$ cat src/rtl/cpu_multiciclo.sv
// cpu_multiciclo: multi-cycle load/store CPU with a 16-entry register file.
// Each instruction steps through FETCH, DECODE, EXECUTE, optionally MEM, then
// WRITEBACK. A HALT instruction retires and parks the core in HALT.
//
// Ports:
//   clock, reset          rising-edge clock, asynchronous active-high reset
//   mem_en, mem_we        memory request / write strobe (registered Moore outputs)
//   mem_addr, mem_wdata   word address and store data, held for the whole request
//   mem_rdata, mem_ready  read data and request-complete handshake
//   halted, pc_out        core stopped flag, current PC
//   instret               retired-instruction counter (wraps at 2^32)
//   dbg_raddr, dbg_rdata  combinational debug read of the register file
module cpu_multiciclo #(
  parameter int DATA_W = 32,
  parameter int ADDR_W = 8
) (
  input  logic              clock,
  input  logic              reset,
  output logic              mem_en,
  output logic              mem_we,
  output logic [ADDR_W-1:0] mem_addr,
  output logic [DATA_W-1:0] mem_wdata,
  input  logic [DATA_W-1:0] mem_rdata,
  input  logic              mem_ready,
  output logic              halted,
  output logic [ADDR_W-1:0] pc_out,
  output logic [31:0]       instret,
  input  logic [3:0]        dbg_raddr,
  output logic [DATA_W-1:0] dbg_rdata
);

  localparam int SH_W = $clog2(DATA_W);

  localparam logic [3:0] OP_ADD  = 4'h0;
  localparam logic [3:0] OP_SUB  = 4'h1;
  localparam logic [3:0] OP_AND  = 4'h2;
  localparam logic [3:0] OP_OR   = 4'h3;
  localparam logic [3:0] OP_XOR  = 4'h4;
  localparam logic [3:0] OP_NOT  = 4'h5;
  localparam logic [3:0] OP_SHL  = 4'h6;
  localparam logic [3:0] OP_SHR  = 4'h7;
  localparam logic [3:0] OP_SAR  = 4'h8;
  localparam logic [3:0] OP_MUL  = 4'h9;
  localparam logic [3:0] OP_ADDI = 4'hA;
  localparam logic [3:0] OP_LW   = 4'hB;
  localparam logic [3:0] OP_SW   = 4'hC;
  localparam logic [3:0] OP_BEQ  = 4'hD;
  localparam logic [3:0] OP_JMP  = 4'hE;
  localparam logic [3:0] OP_HALT = 4'hF;

  typedef enum logic [2:0] {
    S_FETCH     = 3'd0,
    S_DECODE    = 3'd1,
    S_EXECUTE   = 3'd2,
    S_MEM       = 3'd3,
    S_WRITEBACK = 3'd4,
    S_HALT      = 3'd5
  } state_t;

  state_t              state_r;
  logic [ADDR_W-1:0]   pc_r;
  logic [ADDR_W-1:0]   pc_next_r;
  logic [31:0]         ir_r;
  logic [DATA_W-1:0]   a_r;
  logic [DATA_W-1:0]   b_r;
  logic [DATA_W-1:0]   alu_r;
  logic [DATA_W-1:0]   mdr_r;
  logic [DATA_W-1:0]   regs_r [16];

  logic [3:0]          opcode_s;
  logic [3:0]          rd_s;
  logic [3:0]          rs1_s;
  logic [3:0]          rs2_s;
  logic [DATA_W-1:0]   imm_s;
  logic [SH_W-1:0]     shamt_s;
  logic [DATA_W-1:0]   alu_s;
  logic [ADDR_W-1:0]   next_pc_s;
  logic                is_mem_s;

  assign opcode_s = ir_r[31:28];
  assign rd_s     = ir_r[27:24];
  assign rs1_s    = ir_r[23:20];
  assign rs2_s    = ir_r[19:16];
  assign imm_s    = {{(DATA_W-16){ir_r[15]}}, ir_r[15:0]};
  assign shamt_s  = b_r[SH_W-1:0];
  assign is_mem_s = (opcode_s == OP_LW) || (opcode_s == OP_SW);
  assign pc_out   = pc_r;

  // r0 is never written, but the debug port forces 0 regardless.
  assign dbg_rdata = (dbg_raddr == 4'd0) ? {DATA_W{1'b0}} : regs_r[dbg_raddr];

  // ALU result; LW/SW share the A+imm adder for the effective address.
  always_comb begin
    alu_s = {DATA_W{1'b0}};
    case (opcode_s)
      OP_ADD:  alu_s = a_r + b_r;
      OP_SUB:  alu_s = a_r - b_r;
      OP_AND:  alu_s = a_r & b_r;
      OP_OR:   alu_s = a_r | b_r;
      OP_XOR:  alu_s = a_r ^ b_r;
      OP_NOT:  alu_s = ~a_r;
      OP_SHL:  alu_s = a_r << shamt_s;
      OP_SHR:  alu_s = a_r >> shamt_s;
      OP_SAR:  alu_s = $unsigned($signed(a_r) >>> shamt_s);
      OP_MUL:  alu_s = a_r * b_r;
      OP_ADDI: alu_s = a_r + imm_s;
      OP_LW:   alu_s = a_r + imm_s;
      OP_SW:   alu_s = a_r + imm_s;
      default: alu_s = {DATA_W{1'b0}};
    endcase
  end

  // Next PC: branch/jump target, HALT holds the PC, everything else PC+1 (wraps).
  always_comb begin
    next_pc_s = pc_r + ADDR_W'(1'b1);
    case (opcode_s)
      OP_BEQ: begin
        if (a_r == b_r) begin
          next_pc_s = pc_r + ADDR_W'(1'b1) + imm_s[ADDR_W-1:0];
        end else begin
          next_pc_s = pc_r + ADDR_W'(1'b1);
        end
      end
      OP_JMP:  next_pc_s = ADDR_W'(ir_r[15:0]);
      OP_HALT: next_pc_s = pc_r;
      default: next_pc_s = pc_r + ADDR_W'(1'b1);
    endcase
  end

  // Control FSM, datapath registers, register file and registered memory outputs.
  // mem_en is 0 out of reset, so the first FETCH cycle only raises the request;
  // later fetches are launched directly from WRITEBACK.
  always_ff @(posedge clock or posedge reset) begin
    if (reset) begin
      state_r   <= S_FETCH;
      pc_r      <= {ADDR_W{1'b0}};
      pc_next_r <= {ADDR_W{1'b0}};
      ir_r      <= 32'd0;
      a_r       <= {DATA_W{1'b0}};
      b_r       <= {DATA_W{1'b0}};
      alu_r     <= {DATA_W{1'b0}};
      mdr_r     <= {DATA_W{1'b0}};
      mem_en    <= 1'b0;
      mem_we    <= 1'b0;
      mem_addr  <= {ADDR_W{1'b0}};
      mem_wdata <= {DATA_W{1'b0}};
      halted    <= 1'b0;
      instret   <= 32'd0;
      for (int i = 0; i < 16; i++) begin
        regs_r[i] <= {DATA_W{1'b0}};
      end
    end else begin
      case (state_r)
        S_FETCH: begin
          if (!mem_en) begin
            mem_en   <= 1'b1;
            mem_we   <= 1'b0;
            mem_addr <= pc_r;
          end else if (mem_ready) begin
            ir_r    <= mem_rdata[31:0];
            mem_en  <= 1'b0;
            state_r <= S_DECODE;
          end
        end
        S_DECODE: begin
          a_r     <= regs_r[rs1_s];
          b_r     <= regs_r[rs2_s];
          state_r <= S_EXECUTE;
        end
        S_EXECUTE: begin
          alu_r     <= alu_s;
          pc_next_r <= next_pc_s;
          if (is_mem_s) begin
            mem_en   <= 1'b1;
            mem_we   <= (opcode_s == OP_SW);
            mem_addr <= alu_s[ADDR_W-1:0];
            if (opcode_s == OP_SW) begin
              mem_wdata <= b_r;
            end
            state_r  <= S_MEM;
          end else begin
            state_r  <= S_WRITEBACK;
          end
        end
        S_MEM: begin
          if (mem_ready) begin
            if (opcode_s == OP_LW) begin
              mdr_r <= mem_rdata;
            end
            mem_en  <= 1'b0;
            mem_we  <= 1'b0;
            state_r <= S_WRITEBACK;
          end
        end
        S_WRITEBACK: begin
          if ((opcode_s <= OP_LW) && (rd_s != 4'd0)) begin
            regs_r[rd_s] <= (opcode_s == OP_LW) ? mdr_r : alu_r;
          end
          pc_r    <= pc_next_r;
          instret <= instret + 32'd1;
          if (opcode_s == OP_HALT) begin
            halted  <= 1'b1;
            state_r <= S_HALT;
          end else begin
            mem_en   <= 1'b1;
            mem_we   <= 1'b0;
            mem_addr <= pc_next_r;
            state_r  <= S_FETCH;
          end
        end
        S_HALT: begin
          state_r <= S_HALT;
        end
        default: begin
          state_r <= S_FETCH;
        end
      endcase
    end
  end

endmodule

$ cat config.mk
export PLATFORM = sky130hd
export DESIGN_NAME = cpu_multiciclo
export DESIGN_NICKNAME = d
export VERILOG_FILES = /design/src/rtl/cpu_multiciclo.sv
export SDC_FILE = /design/constraint.sdc
export NUM_CORES = 2
export LEC_CHECK = 0
export CORE_MARGIN = 2
export CORE_UTILIZATION = 50
export DETAILED_ROUTE_END_ITERATION = 7
export HOLD_SLACK_MARGIN = 0.06
export PLACE_DENSITY = 0.7
export SLEW_MARGIN = 25
export SYNTH_ARGS = -nofsm -noshare
export SYNTH_HDL_FRONTEND = slang
export SYNTH_SLANG_ARGS = --single-unit
export TNS_END_PERCENT = 5
$ cat constraint.sdc
create_clock -name clock -period 25.2 [get_ports clock]
set_clock_uncertainty 0.2 [all_clocks]
set_input_delay 5.04 -clock clock [delete_from_list [all_inputs] [get_ports clock]]
set_output_delay 5.04 -clock clock [all_outputs]
set_load 0.01 [all_outputs]
==> flow_metrics.tcl <==
set metrics [dict create \
    start_kind "input port" \
    cts_buffers 78 \
    leakage_uw 0.0305 \
    min_path_type "reg2reg" \
    fin_worst_hold_slack_ns 0.216 \
    grt_use_total_pct 36.1 \
    fill_cells 10800 \
    relSlewSlack_pct 19.7 \
    status "finished clean" \
    worstMarginPinSlew_ns 1.21 \
    synth_fp_nets 6965 \
    syn_to_final_growth_pct 9.40 \
    synth-seq-cells 766 \
    final_max_slew_viol_count 0 \
    die_height_um 362 \
    avgRoutedWirePerCell_um 29.7 \
    post_synth.cell_area_avg_sq_um 10.2 \
    syn_inst 6256 \
    wl_mm 234 \
    async_reset_ff_share_pct 100 \
    cts_tree "built" \
    peakVddDrop_mv 0.0771 \
    grt_use_met3_pct 10.1 \
    drt_iter0_markers 6245 \
    synth.distinct_cells 90 \
    setup_slack_ns 11.78 \
    num_rows 131 \
    yosys_warnings 0 \
    final.min_clock_period_ns 13.42 \
    gp_congestion 1.02 \
    synth_edf_count 0 \
    pre_cts_ws_ns 11.30 \
    cts_setup_buffers 0 \
    cts.sinks 766 \
    grt_max_degree 94 \
    die-area_sq_um 131000 \
    num_vias 52400 \
    instances_no_fill 7873 \
    start_util_pct 50.3 \
    cp_max_fo 78 \
    clkSlewWorstSetupHoldPaths_ns 0.07 \
    use_met1_pct 46.4 \
    max_freq_ghz 0.0745 \
    die_x_um 362 \
    htreeDepth 3 \
    num_io_pins 154 \
    drive_above_1_share_pct 16.2 \
    grt_busiest_layer "met2" \
    insertion_delay_ns 0.65 \
    cts_resized 0 \
    critPathRequiredTime_ns 19.96 \
    grt_pass1_wl_mm 348 \
    dp.cells 7723 \
    fin_setup_tns_ns 0 \
    crit_type "in2out" \
    dp_hpwl_mm 161 \
    power_density_nw_per_um2 107 \
    drv_cap 0 \
    ant_nets 0 \
    final_nets 6853 \
    overflow 0 \
    cts_hold_buffers 0 \
    antenna_found_initial 14 \
    postSynth.topFlopCell "dfrtp_1" \
    cts_buffer_depth 3 \
    port_buffers 153 \
    root_buffer "clkbuf_16" \
    drt-pass1-iter-count 8 \
    hold_viol 0 \
    finalSetupViolCount 0 \
    post-route-period-util_pct 53.3 \
    routed_via_density 6.65 \
    cp-end-kind "output pin" \
    worstPathArrival_ns 8.18 \
    met2_usage_pct 55.0 \
    rsz0062_at_grt "false" \
    drc 0 \
    grt_pass1_vias 52600 \
    core_area_sq_um 127000 \
    synth.yosys.seq_area_share_pct 30.0 \
    syn_area_sq_um 63900 \
]
-- metrics by stage --
stage	area [sq um]	total power (uW)	util, %
6_report	70000	7470	55.0
5_1_grt	69900	7810	55.0
4_1_cts	69800	7350	54.9
3_5_place_dp	67000	6060	52.7
3_3_place_gp	67000	5990	52.7
2_1_floorplan	63900	4640	-
-- cell usage in the layout (no fill, tap or decap), types with 43 or more instances in the layout --
cell	netlist	routed
nand2_1	692	687
nor2b_1	55	55
dfrtp_1	766	753
clkdlybuf4s50_1	0	149
clkbuf_16	0	81
o21ai_0	486	485
mux2_2	83	83
mux2i_1	78	69
fa_1	411	411
inv_1	442	438
ha_1	259	259
mux4_2	529	529
buf_4	1	168
xnor2_1	131	131
nand3_1	48	45
a21oi_1	399	399
nor2_1	764	757
a21o_1	43	43
-- worst max-delay path, stage by stage --
cell and delay (ns):
buf_8 0.61, buf_6 0.66, mux4_2 0.59, mux4_2 0.55, nor2b_1 0.17, clkdlybuf4s50_1 0.50
-- metal layers --
| metal | part of all wire (%) | vias to the layer above |
|---|---|---|
| met1 | 36 | 26500 |
| li1 | - | 21600 |
| met5 | 0.062 | - |
| met2 | 45 | 3455 |
| met4 | 6.7 | 20 |
| met3 | 12 | 786 |
-- registers in the layout (all words and copies together) (netlist names), 8 cells and up --
register and count:
a_r 32, instret 32, ir_r 32, regs_r 512, b_r 32, pc_next_r 8, mem_addr 8, pc_out 8
mdr_r 32, alu_r 32, mem_wdata 32
-- final timing paths --
path / from / to / slack [ns] / cells past startpoint
worst max-delay path: dbg_raddr[0] / dbg_rdata[30] / 11.78 / 6
worst min register to register: regs_r[502] / regs_r[502] / 0.22 / 0
worst max register to register: a_r[10] / alu_r[30] / 15.95 / 23
max in group asynchronous: reset / instret[0] / 16.63 / 6
min in group asynchronous: reset / regs_r[2] / 4.53 / 2
worst min-delay path: regs_r[502] / regs_r[502] / 0.22 / 0
-- synthesized netlist by cell type (43+ instances only) --
master	count	area, sq um
dfrtp_1	766	19200
o21ai_0	486	2430
a21o_1	43	323
inv_1	442	1660
nor2b_1	55	344
mux4_2	529	11900
nor2_1	764	2870
ha_1	259	3240
a21oi_1	399	2000
nand3_1	48	240
nor3_1	43	215
nand2_1	692	2600
buf_1	106	398
clkbuf_1	393	1480
mux2i_1	78	781
fa_1	411	8230
xnor2_1	131	1150
mux2_2	83	935
-- cells by family (layout without fill, tap and decap cells) --
logic type	count (synthesis)	count (layout)	synth area share [%]
compound gates	1232	1232	11.2
xor+xnor	168	168	2.30
fa+ha+maj	670	670	17.9
buf+inv	977	928	5.81
flops	766	766	30.0
mux	690	690	21.3
other cells	0	4	0
simple gates	1753	1753	11.4
-- report_power, final --
| group | switching [uW] | internal [uW] | leakage, uW | total (uW) |
|---|---|---|---|---|
| Clock | 536 | 729 | 0.00133 | 1270 |
| Combinational | 2360 | 1670 | 0.0189 | 4030 |
| Sequential | 543 | 1630 | 0.0103 | 2170 |
| Total | 3440 | 4030 | 0.0305 | 7470 |
-- final cells by class --
| cell class | instances | area [sq um] | area share, % |
|---|---|---|---|
| timing repair buffer | 328 | 2920 | 4.17 |
| clock inverter | 41 | 529 | 0.757 |
| inverter | 457 | 1720 | 2.46 |
| antenna | 4 | 10.0 | 0.0143 |
| multi-input combinational | 4513 | 41300 | 59.0 |
| tap | 1662 | 2080 | 2.97 |
| sequential | 766 | 19200 | 27.4 |
| clock buffer | 102 | 2250 | 3.21 |
(Power assumes the default switching activity.)
